[config.mk]
export PLATFORM = sky130hd
export DESIGN_NAME = accel_sequencer_flat
export DESIGN_NICKNAME = d
export VERILOG_FILES = /design/src/rtl/accel_sequencer_if.sv /design/src/rtl/accel_sequencer.sv /design/src/flat_wrapper.sv
export SDC_FILE = /design/constraint.sdc
export NUM_CORES = 1
export LEC_CHECK = 0
export BUFFER_PORTS_ARGS = -buffer_cell sky130_fd_sc_hd__buf_2
export CAP_MARGIN = 20
export CORE_MARGIN = 2
export CORE_UTILIZATION = 40
export CTS_CLUSTER_SIZE = 16
export DETAILED_ROUTE_END_ITERATION = 10
export PLACE_DENSITY_LB_ADDON = 0.08
export SKIP_LAST_GASP = 1
export SYNTH_ARGS = -nofsm -noshare
export SYNTH_HDL_FRONTEND = slang
export SYNTH_SLANG_ARGS = --single-unit
export TNS_END_PERCENT = 100
[constraint.sdc]
create_clock -name clk -period 2.85 [get_ports clk]
set_input_delay 0.285 -clock clk [delete_from_list [all_inputs] [get_ports clk]]
set_output_delay 0.285 -clock clk [all_outputs]
set_load 0.05 [all_outputs]
[src/rtl/accel_sequencer_if.sv]
// Command, result and accelerator-bus signals of the product-accelerator sequencer.
interface accel_sequencer_if #(
  parameter int unsigned N = 3
);
  logic              cmd_valid;
  logic              cmd_ready;
  logic [32*N-1:0]   cmd_operands;
  logic              res_valid;
  logic              res_ready;
  logic [63:0]       res_data;
  logic              res_error;
  logic              mem_valid;
  logic              mem_ready;
  logic [31:0]       mem_addr;
  logic [31:0]       mem_wdata;
  logic [3:0]        mem_wstrb;
  logic [31:0]       mem_rdata;

  // Sequencer side: consumes commands, produces results, masters the memory bus.
  modport master (
    input  cmd_valid, cmd_operands, res_ready, mem_ready, mem_rdata,
    output cmd_ready, res_valid, res_data, res_error,
    output mem_valid, mem_addr, mem_wdata, mem_wstrb
  );

  // Environment side: command source, result sink and accelerator slave.
  modport slave (
    output cmd_valid, cmd_operands, res_ready, mem_ready, mem_rdata,
    input  cmd_ready, res_valid, res_data, res_error,
    input  mem_valid, mem_addr, mem_wdata, mem_wstrb
  );
endinterface

[src/rtl/accel_sequencer.sv]
// Bus-master sequencer: writes N operands to the product accelerator, reads the
// 64-bit product back as two words and returns it on a result handshake.
module accel_sequencer #(
  parameter logic [31:0] ADDR_WRITE = 32'h0110_0000,
  parameter logic [31:0] ADDR_READ  = 32'h0130_0000,
  parameter int unsigned N          = 3,
  parameter int unsigned TIMEOUT    = 16
) (
  input  logic               clk,
  input  logic               reset,
  accel_sequencer_if.master  bus
);

  localparam int unsigned   SW         = $clog2(N + 2);
  localparam int unsigned   TW         = $clog2(TIMEOUT + 1);
  localparam int unsigned   OW         = 32 * N;
  localparam logic [SW-1:0] STEP_RD_LO = SW'(N);
  localparam logic [SW-1:0] STEP_RD_HI = SW'(N + 1);
  localparam logic [TW-1:0] TMO_LAST   = TW'(TIMEOUT - 1);

  typedef enum logic [1:0] {ST_IDLE, ST_REQ, ST_GAP, ST_DONE} state_t;

  state_t          state_q, state_d;
  logic [SW-1:0]   step_q, step_d;
  logic [TW-1:0]   tmo_q, tmo_d;
  logic [OW-1:0]   ops_q, ops_d;
  logic [63:0]     hold_q, hold_d;
  logic            mem_valid_q, mem_valid_d;
  logic [31:0]     mem_addr_q, mem_addr_d;
  logic [31:0]     mem_wdata_q, mem_wdata_d;
  logic [3:0]      mem_wstrb_q, mem_wstrb_d;
  logic            res_valid_q, res_valid_d;
  logic [63:0]     res_data_q, res_data_d;
  logic            res_error_q, res_error_d;
  logic            cmd_ready_c;
  logic            load_req;
  logic            abort;

  // A stale acknowledge left over from an aborted transfer must drain before a new command.
  assign cmd_ready_c   = (state_q == ST_IDLE) && !bus.mem_ready;
  assign bus.cmd_ready = cmd_ready_c;

  assign bus.mem_valid = mem_valid_q;
  assign bus.mem_addr  = mem_addr_q;
  assign bus.mem_wdata = mem_wdata_q;
  assign bus.mem_wstrb = mem_wstrb_q;
  assign bus.res_valid = res_valid_q;
  assign bus.res_data  = res_data_q;
  assign bus.res_error = res_error_q;

  // State and output registers.
  always_ff @(posedge clk) begin
    if (reset) begin
      state_q     <= ST_IDLE;
      step_q      <= '0;
      tmo_q       <= '0;
      ops_q       <= '0;
      hold_q      <= '0;
      mem_valid_q <= 1'b0;
      mem_addr_q  <= '0;
      mem_wdata_q <= '0;
      mem_wstrb_q <= '0;
      res_valid_q <= 1'b0;
      res_data_q  <= '0;
      res_error_q <= 1'b0;
    end else begin
      state_q     <= state_d;
      step_q      <= step_d;
      tmo_q       <= tmo_d;
      ops_q       <= ops_d;
      hold_q      <= hold_d;
      mem_valid_q <= mem_valid_d;
      mem_addr_q  <= mem_addr_d;
      mem_wdata_q <= mem_wdata_d;
      mem_wstrb_q <= mem_wstrb_d;
      res_valid_q <= res_valid_d;
      res_data_q  <= res_data_d;
      res_error_q <= res_error_d;
    end
  end

  // Next-state logic: step through N writes and two reads, with a per-phase timeout.
  always_comb begin
    state_d     = state_q;
    step_d      = step_q;
    tmo_d       = tmo_q;
    ops_d       = ops_q;
    hold_d      = hold_q;
    mem_valid_d = mem_valid_q;
    mem_addr_d  = mem_addr_q;
    mem_wdata_d = mem_wdata_q;
    mem_wstrb_d = mem_wstrb_q;
    res_valid_d = res_valid_q;
    res_data_d  = res_data_q;
    res_error_d = res_error_q;
    load_req    = 1'b0;
    abort       = 1'b0;

    case (state_q)
      ST_IDLE: begin
        if (bus.cmd_valid && cmd_ready_c) begin
          ops_d    = bus.cmd_operands;
          step_d   = '0;
          load_req = 1'b1;
        end
      end
      ST_REQ: begin
        if (bus.mem_ready) begin
          mem_valid_d = 1'b0;
          if (step_q == STEP_RD_LO) begin
            hold_d[31:0] = bus.mem_rdata;
          end else if (step_q == STEP_RD_HI) begin
            hold_d[63:32] = bus.mem_rdata;
          end
          tmo_d   = '0;
          state_d = ST_GAP;
        end else if (tmo_q == TMO_LAST) begin
          abort = 1'b1;
        end else begin
          tmo_d = tmo_q + TW'(1);
        end
      end
      ST_GAP: begin
        if (!bus.mem_ready) begin
          if (step_q != STEP_RD_HI) begin
            step_d   = step_q + SW'(1);
            load_req = 1'b1;
          end else begin
            state_d     = ST_DONE;
            res_data_d  = hold_q;
            res_error_d = 1'b0;
          end
        end else if (tmo_q == TMO_LAST) begin
          abort = 1'b1;
        end else begin
          tmo_d = tmo_q + TW'(1);
        end
      end
      ST_DONE: begin
        res_valid_d = 1'b1;
        if (res_valid_q && bus.res_ready) begin
          res_valid_d = 1'b0;
          state_d     = ST_IDLE;
        end
      end
      default: state_d = ST_IDLE;
    endcase

    // Launch the request for step_d; mem_valid rises on the same edge as the step change.
    if (load_req) begin
      state_d     = ST_REQ;
      tmo_d       = '0;
      mem_valid_d = 1'b1;
      if (step_d < STEP_RD_LO) begin
        mem_addr_d  = ADDR_WRITE + (32'(step_d) << 2);
        mem_wstrb_d = 4'b1111;
        mem_wdata_d = '0;
        for (int unsigned k = 0; k < N; k++) begin
          if (step_d == SW'(k)) begin
            mem_wdata_d = ops_d[32*k +: 32];
          end
        end
      end else begin
        mem_addr_d  = (step_d == STEP_RD_HI) ? ADDR_READ + 32'd4 : ADDR_READ;
        mem_wdata_d = '0;
        mem_wstrb_d = 4'b0000;
      end
    end

    // Timeout: drop the request, skip the remaining steps and report an error result.
    if (abort) begin
      mem_valid_d = 1'b0;
      res_data_d  = '0;
      res_error_d = 1'b1;
      tmo_d       = '0;
      state_d     = ST_DONE;
    end
  end

endmodule

[src/flat_wrapper.sv]
// flat-port wrapper written by rule: the top's interface ports become plain ports
module accel_sequencer_flat 
#(
  parameter logic [31:0] ADDR_WRITE = 32'h0110_0000,
  parameter logic [31:0] ADDR_READ  = 32'h0130_0000,
  parameter int unsigned N          = 3,
  parameter int unsigned TIMEOUT    = 16
)
  (clk, reset, bus_cmd_valid, bus_cmd_operands, bus_res_ready, bus_mem_ready, bus_mem_rdata, bus_cmd_ready, bus_res_valid, bus_res_data, bus_res_error, bus_mem_valid, bus_mem_addr, bus_mem_wdata, bus_mem_wstrb);
  accel_sequencer_if #(.N(N)) bus_i ();
  input  logic clk;
  input  logic reset;
  input wire logic [$bits(bus_i.cmd_valid)-1:0] bus_cmd_valid;
  input wire logic [$bits(bus_i.cmd_operands)-1:0] bus_cmd_operands;
  input wire logic [$bits(bus_i.res_ready)-1:0] bus_res_ready;
  input wire logic [$bits(bus_i.mem_ready)-1:0] bus_mem_ready;
  input wire logic [$bits(bus_i.mem_rdata)-1:0] bus_mem_rdata;
  output wire logic [$bits(bus_i.cmd_ready)-1:0] bus_cmd_ready;
  output wire logic [$bits(bus_i.res_valid)-1:0] bus_res_valid;
  output wire logic [$bits(bus_i.res_data)-1:0] bus_res_data;
  output wire logic [$bits(bus_i.res_error)-1:0] bus_res_error;
  output wire logic [$bits(bus_i.mem_valid)-1:0] bus_mem_valid;
  output wire logic [$bits(bus_i.mem_addr)-1:0] bus_mem_addr;
  output wire logic [$bits(bus_i.mem_wdata)-1:0] bus_mem_wdata;
  output wire logic [$bits(bus_i.mem_wstrb)-1:0] bus_mem_wstrb;
  assign bus_i.cmd_valid = bus_cmd_valid;
  assign bus_i.cmd_operands = bus_cmd_operands;
  assign bus_i.res_ready = bus_res_ready;
  assign bus_i.mem_ready = bus_mem_ready;
  assign bus_i.mem_rdata = bus_mem_rdata;
  assign bus_cmd_ready = bus_i.cmd_ready;
  assign bus_res_valid = bus_i.res_valid;
  assign bus_res_data = bus_i.res_data;
  assign bus_res_error = bus_i.res_error;
  assign bus_mem_valid = bus_i.mem_valid;
  assign bus_mem_addr = bus_i.mem_addr;
  assign bus_mem_wdata = bus_i.mem_wdata;
  assign bus_mem_wstrb = bus_i.mem_wstrb;
  accel_sequencer #(.ADDR_WRITE(ADDR_WRITE), .ADDR_READ(ADDR_READ), .N(N), .TIMEOUT(TIMEOUT)) u_core (.clk(clk), .reset(reset), .bus(bus_i));
endmodule
== Word level (Yosys, flattened, before mapping) ==
Index checks and enable logic that the tools add are counted.

* Equal/unequal tests: 17
* Reduce and logical (&&, ||, !) cells: 20
* Muxes and demuxes: 40
* Add/subtract/negate cells: 3
* $lt $le $gt $ge: 1
* Bitwise operators: 3

{| class="wikitable"
|+ Operator list
! kind !! count
|-
| $mux 96 || 2
|-
| $mux 32 || 5
|-
| $add 25x5->26 const A || 1
|-
| $mux 5 || 3
|-
| $mux 1 || 14
|-
| $mux 2 || 6
|-
| $mux 3 || 4
|-
| $ne 4x2->1 const B || 3
|-
| $pmux 5 s2 || 1
|-
| $reduce_and 3->1 || 3
|-
| $reduce_bool 2->1 || 4
|-
| $eq 3x2->1 const B || 2
|-
| $eq 3x3->1 const B || 2
|-
| $pmux 2 s3 || 1
|-
| $pmux 3 s2 || 1
|-
| $add 5x1->5 const B || 1
|-
| $eq 5x4->1 const B || 1
|-
| $reduce_and 5->1 || 1
|-
| $reduce_bool 5->1 || 1
|-
| $eq 2x2->1 const B || 2
|-
| $mux 4 || 1
|-
| $ne 2x1->1 const B || 2
|-
| $ne 4x1->1 const B || 1
|-
| $pmux 1 s2 || 2
|-
| 15 further kinds || 20
|}

* Bits of input ports: 133
* Bits in registers: 305
* Word-level logic and storage cells: 97

== Depth between registers and ports, before layout ==
* Depth in word-level cells: 10
* Gate-level depth with buffers: 11
* Gate-level depth less buffers: 8

== Least setup slack after synthesis ==
No wires, ideal clock.

* Path type: register -> register
* From: reg u_core.step_q[0]
* To: reg u_core.mem_wdata_q[23], in the netlist u_core.bus.mem_wdata[23]
* Slack: 0.798 ns
* Stages on the path, launching flop included: 11
* Data arrival time: 1.986 ns
* Library setup time: 0.066 ns
* Clock period less this slack: 2.052 ns
* Path through: dfxtp_1 inv_2 ha_1 and2_4 o31ai_4 a21oi_1 a211o_1 buf_2 buf_6 a21o_1 a2bb2oi_2

* Cells in the longest elaborated chain, start to end: 9
* Elaborated cells between the ends (all ways): 17
* Those cells by class: 1 x add/sub; 1 x order compare; 3 x eq/ne; 11 x mux; 1 x reduce/logical

{| class="wikitable"
|+ RTL lines
! item !! line !! RTL
|-
| from (decl) || accel_sequencer.sv:24 || <nowiki>logic [SW-1:0] step_q, step_d;</nowiki>
|-
| from (signal assigned) || accel_sequencer.sv:68 || <nowiki>step_q <= step_d;</nowiki>
|-
| $add 3x1->3 / $ne 3x3->1 (equally long branches) || accel_sequencer.sv:126, accel_sequencer.sv:125 ||
|-
| $mux 3 || accel_sequencer.sv:125 || <nowiki>if (step_q != STEP_RD_HI) begin</nowiki>
|-
| $mux 3 || accel_sequencer.sv:124 || <nowiki>if (!bus.mem_ready) begin</nowiki>
|-
| $pmux 3 s2 || accel_sequencer.sv:99 || <nowiki>case (state_q)</nowiki>
|-
| $logic_not 3->1 || accel_sequencer.sv:159 || <nowiki>if (step_d == SW'(k)) begin</nowiki>
|-
| $mux 32 (3 in series) || accel_sequencer.sv:159 ||
|-
| $mux 32 || accel_sequencer.sv:154 || <nowiki>if (step_d < STEP_RD_LO) begin</nowiki>
|-
| to (signal assigned) || accel_sequencer.sv:74 || <nowiki>mem_wdata_q <= mem_wdata_d;</nowiki>
|-
| to (decl) || accel_sequencer.sv:30 || <nowiki>logic [31:0] mem_wdata_q, mem_wdata_d;</nowiki>
|}

Parallel ways exist; a longest one is shown, timed or not.
A chain may end at the register's enable or synchronous reset.

== Worst setup path after layout ==
* From: reg u_core.state_q[0]
* To: reg u_core.mem_wdata_q[9], in the netlist u_core.bus.mem_wdata[9]

* Cells in the longest elaborated chain, start to end: 10
* Elaborated cells between the ends (all ways): 18
* Those cells by class: 1 x order compare; 3 x eq/ne; 10 x mux; 4 x reduce/logical

{| class="wikitable"
|+ RTL lines
! item !! line !! RTL
|-
| from (decl) || accel_sequencer.sv:23 || <nowiki>state_t state_q, state_d;</nowiki>
|-
| from (signal assigned) || accel_sequencer.sv:67 || <nowiki>state_q <= state_d;</nowiki>
|-
| $logic_not 2->1 || accel_sequencer.sv:40, accel_sequencer.sv:99 ||
|-
| $logic_and 1x1->1 || accel_sequencer.sv:40 || <nowiki>assign cmd_ready_c = (state_q == ST_IDLE) && !bus.mem_ready;</nowiki>
|-
| $logic_and 1x1->1 || accel_sequencer.sv:101 || <nowiki>if (bus.cmd_valid && cmd_ready_c) begin</nowiki>
|-
| $mux 3 || accel_sequencer.sv:101 ||
|-
| $pmux 3 s2 || accel_sequencer.sv:99 ||
|-
| $logic_not 3->1 || accel_sequencer.sv:159 ||
|-
| $mux 32 (3 in series) || accel_sequencer.sv:159 ||
|-
| $mux 32 || accel_sequencer.sv:154 ||
|}

Parallel ways exist; a longest one is shown, timed or not.

==> reports/results.txt <==
run status: finished clean
worst path bufs/invs: 2
1st-pass router iterations: 4
synthesis-stage register bit count: 275
CTS Buf Count: 31
crit path cell chain: inv_1 -> ha_1 -> nand2b_1 -> nand2_2 -> mux2_2 -> nor3_4 -> buf_4 -> a22o_1 -> a2bb2oi_2
vias in the first global route: 9339
main combinational cell family by area after synthesis: compound AO/OA/AOI/OAI gates
final worst path period share: 84.79%
WL/cell: 15.52 µm
Buffers on Ports: 242
Post-Syn Area: 11140 µm²
Cells after Synth: 1300
CTS resizes: 0
final hold viol count: 0
switch share: 29.16%
type of the tightest min-delay check: in -> reg
Clk network pwr share: 40.1%
vias per cell: 4.917
largest net degree at the start of global routing: 97
ANT cells: 0
H-tree depth: 1
Non-Filler Instances: 2004
VDD IR max: 0.5147 mV
FMAX: 0.4138 GHz
Seq pwr share: 39.1%
die area: 29190 µm²
DRC: 0
Area growth, synth to finish: 32.04%
post-synthesis xor/xnor area fraction: 0%
post-synthesis cell type count: 49
PD cells: 724.0 nW/µm²
via count: 9854
Synth Area in Simple Gates: 17.43%
num ports: 269
clock skew after layout: 0.01753 ns
worst-path fanout max: 24
Routed Antenna Nets: 0
final worst slack: 0.4334 ns
CP required: 3.34 ns
clk sinks: 275
antenna violations before repair: 0
Max-Slew Margin vs Limit: 56.27%
Root Driver: clkbuf_16
CP startpoint kind: register
# Max-Cap Violations: 0
Worst-Margin Slew: 0.6560 ns
clock slew at reported path FFs: 0.06 ns
Detail Placement HPWL: 18680 µm
Clk Latency, worst-skew pair: 0.55 ns
fin. max-slew vios: 0
Final GP Congestion: 0.7528
net switching power: 0.003105 W
Register Area: 5505 µm²
Post-CTS Setup Bufs: 0
Comb power frac: 20.8%
# hold bufs at CTS: 106
Rows: 61
total wire length: 31100 µm
RSZ-0062 raised after global routing: no
EDFF count, synth: 0
Min Clock Period, post-route: 2.417 ns
Initial DRC Count: 545
overall routing resource usage: 20.64%
Compound-Gate Fraction of Synth Area: 19.82%
crit path DAT: 2.90 ns
Die W: 170.9 µm
yosys warns: 0
Critical-path top delay cell: ha_1
multiplexer share of the synthesized area: 6.224%
first-pass GRT wire length: 48490 µm
dpl cells: 1841
sequential share of the synthesized area: 49.43%
GR Overflow Total: 0
CP delay by family, top: buffers and inverters
Multi-input gate area: 5067 µm²
Pleak: 6.336 nW
worst slack, placed: 0.4478 ns
critical path type: reg -> reg
crit-path max cell delay: 0.41 ns
deepest clock path buffer count: 3
Fin Setup TNS: 0 ns
Post-synth ARST share: 0%
core area: 27630 µm²
total internal power: 0.007542 W
Mean Syn Cell Area: 8.567 µm²
predominant post-synthesis flop cell: dfxtp_1
Die Y: 170.9 µm
layout cell share with drive strength beyond 1: 22.57%
Fill cells: 2660
setup violators final: 0
Final #Nets: 1743
TritonCTS clock tree: done
Critical Path End Type: register
Initial Util: 40.31%
Final Core Density: 53.22%
Post-Synth Adder-Cell Area: 0.8988%
-- per-layer routing --
| layer | vias to the layer above | track usage, % | share of wire, % |
|---|---|---|---|
| met4 | 0 | 5.490 | 2.2 |
| met3 | 47 | 3.794 | 5.1 |
| met5 | - | 0 | 0 |
| met1 | 4635 | 26.75 | 46 |
| met2 | 255 | 35.35 | 46 |
| li1 | 4917 | - | - |
-- power by group through the flow --
stage | combinational (W) | clock (W) | sequential, W
floorplan | 0.00144 | 0 | 0.00440
global placement | 0.00210 | 0 | 0.00424
detailed placement | 0.00211 | 0 | 0.00424
CTS | 0.00223 | 0.00438 | 0.00416
global route | 0.00241 | 0.00454 | 0.00418
finish | 0.00222 | 0.00427 | 0.00416
-- final timing paths --
check                                    startpoint                      end  cells after the start  slack, ns
worst min-delay path            bus_cmd_operands[8]          u_core.ops_q[8]                      3       0.01
worst max register to register    u_core.state_q[0]  u_core.bus.mem_wdata[9]                      9       0.43
worst max-delay path              u_core.state_q[0]  u_core.bus.mem_wdata[9]                      9       0.43
worst min register to register      u_core.tmo_q[4]          u_core.tmo_q[4]                      2       0.43
-- area by class of cell --
type / instances / area share [%]
Timing Repair Buffer: 372 / 17.23
Sequential cell: 275 / 37.44
Inverter: 6 / 0.1532
Tap cell: 378 / 3.216
Clock buffer: 42 / 5.896
Multi-Input combinational cell: 916 / 34.46
Clock inverter: 15 / 1.608
-- state kept, by name (all words and copies together), names as in the netlist --
name / flops
u_core.state_q: 2
u_core.bus.res_valid: 1
u_core.hold_q: 64
u_core.bus.mem_wdata: 32
u_core.step_q: 3
u_core.bus.mem_addr: 5
u_core.tmo_q: 5
u_core.bus.mem_valid: 1
u_core.bus.mem_wstrb: 1
u_core.bus.res_error: 1
u_core.bus.res_data: 64
u_core.ops_q: 96
-- cells in the final DEF, fill, tap and decap left out, types with 3 or more instances in the layout --
cell,count
nand2_1,372
dfxtp_1,275
buf_2,241
a21oi_1,204
dlygate4sd3_1,106
nor2_1,75
mux2i_1,67
a22o_1,35
a21o_1,33
clkbuf_16,31
a2bb2oi_2,28
conb_1,26
buf_4,18
ha_1,8
clkinv_2,8
nand3_1,6
clkbuf_1,6
bufinv_16,6
buf_12,6
inv_1,5
clkbuf_8,5
nand2b_1,4
o21ai_0,4
a2bb2oi_1,4
nor2b_1,3
nand3b_1,3
nor3_1,3
a21oi_2,3
-- synthesized netlist by cell type (2+ instances only) --
cell	count	share of area, %
a211oi_1	2	0.13
a21o_1	34	2.3
a21oi_1	204	9.2
a21oi_2	3	0.24
a221oi_1	2	0.16
a22o_1	35	2.8
a2bb2oi_1	4	0.31
a2bb2oi_2	28	3.8
and2_1	3	0.17
and3_1	2	0.11
buf_2	27	1.2
buf_4	32	2.2
buf_6	4	0.40
clkbuf_1	64	2.2
dfxtp_1	275	49
ha_1	8	0.90
inv_1	5	0.17
mux2_2	2	0.20
mux2i_1	67	6.0
nand2_1	373	13
nand2b_1	5	0.28
nand3_1	6	0.27
nand3b_1	3	0.20
nor2_1	77	2.6
nor2b_1	3	0.17
nor3_1	4	0.18
nor3b_1	2	0.13
o21ai_0	4	0.18
or2_2	2	0.11
-- logic make-up after synthesis --
kind of cell	count (synthesis)
DFF	275
AOI/OAI and AO/OA	325
muxes	69
other	1
adders and majority gates	8
buffers and inverters	134
and+or+nand+nor	488
-- metrics by stage --
stage	hold slack [ns]	power (W)	instance area, µm²
finish	0.01249	0.01065	14710
CTS	0.001461	0.01077	14710
floorplan	0.4056	0.005848	11230
detailed placement	0.4222	0.006353	12540
global route	0.007120	0.01113	14710
global placement	0.4235	0.006341	12540
-- tightest hold or removal path, delay by kind of cell --
kind / cells / cell delay, ns
buf+inv: 1 / 0.08
simple gates: 1 / 0.09
mux: 1 / 0.08
No activity file was read; power rests on OpenSTA's default activity.
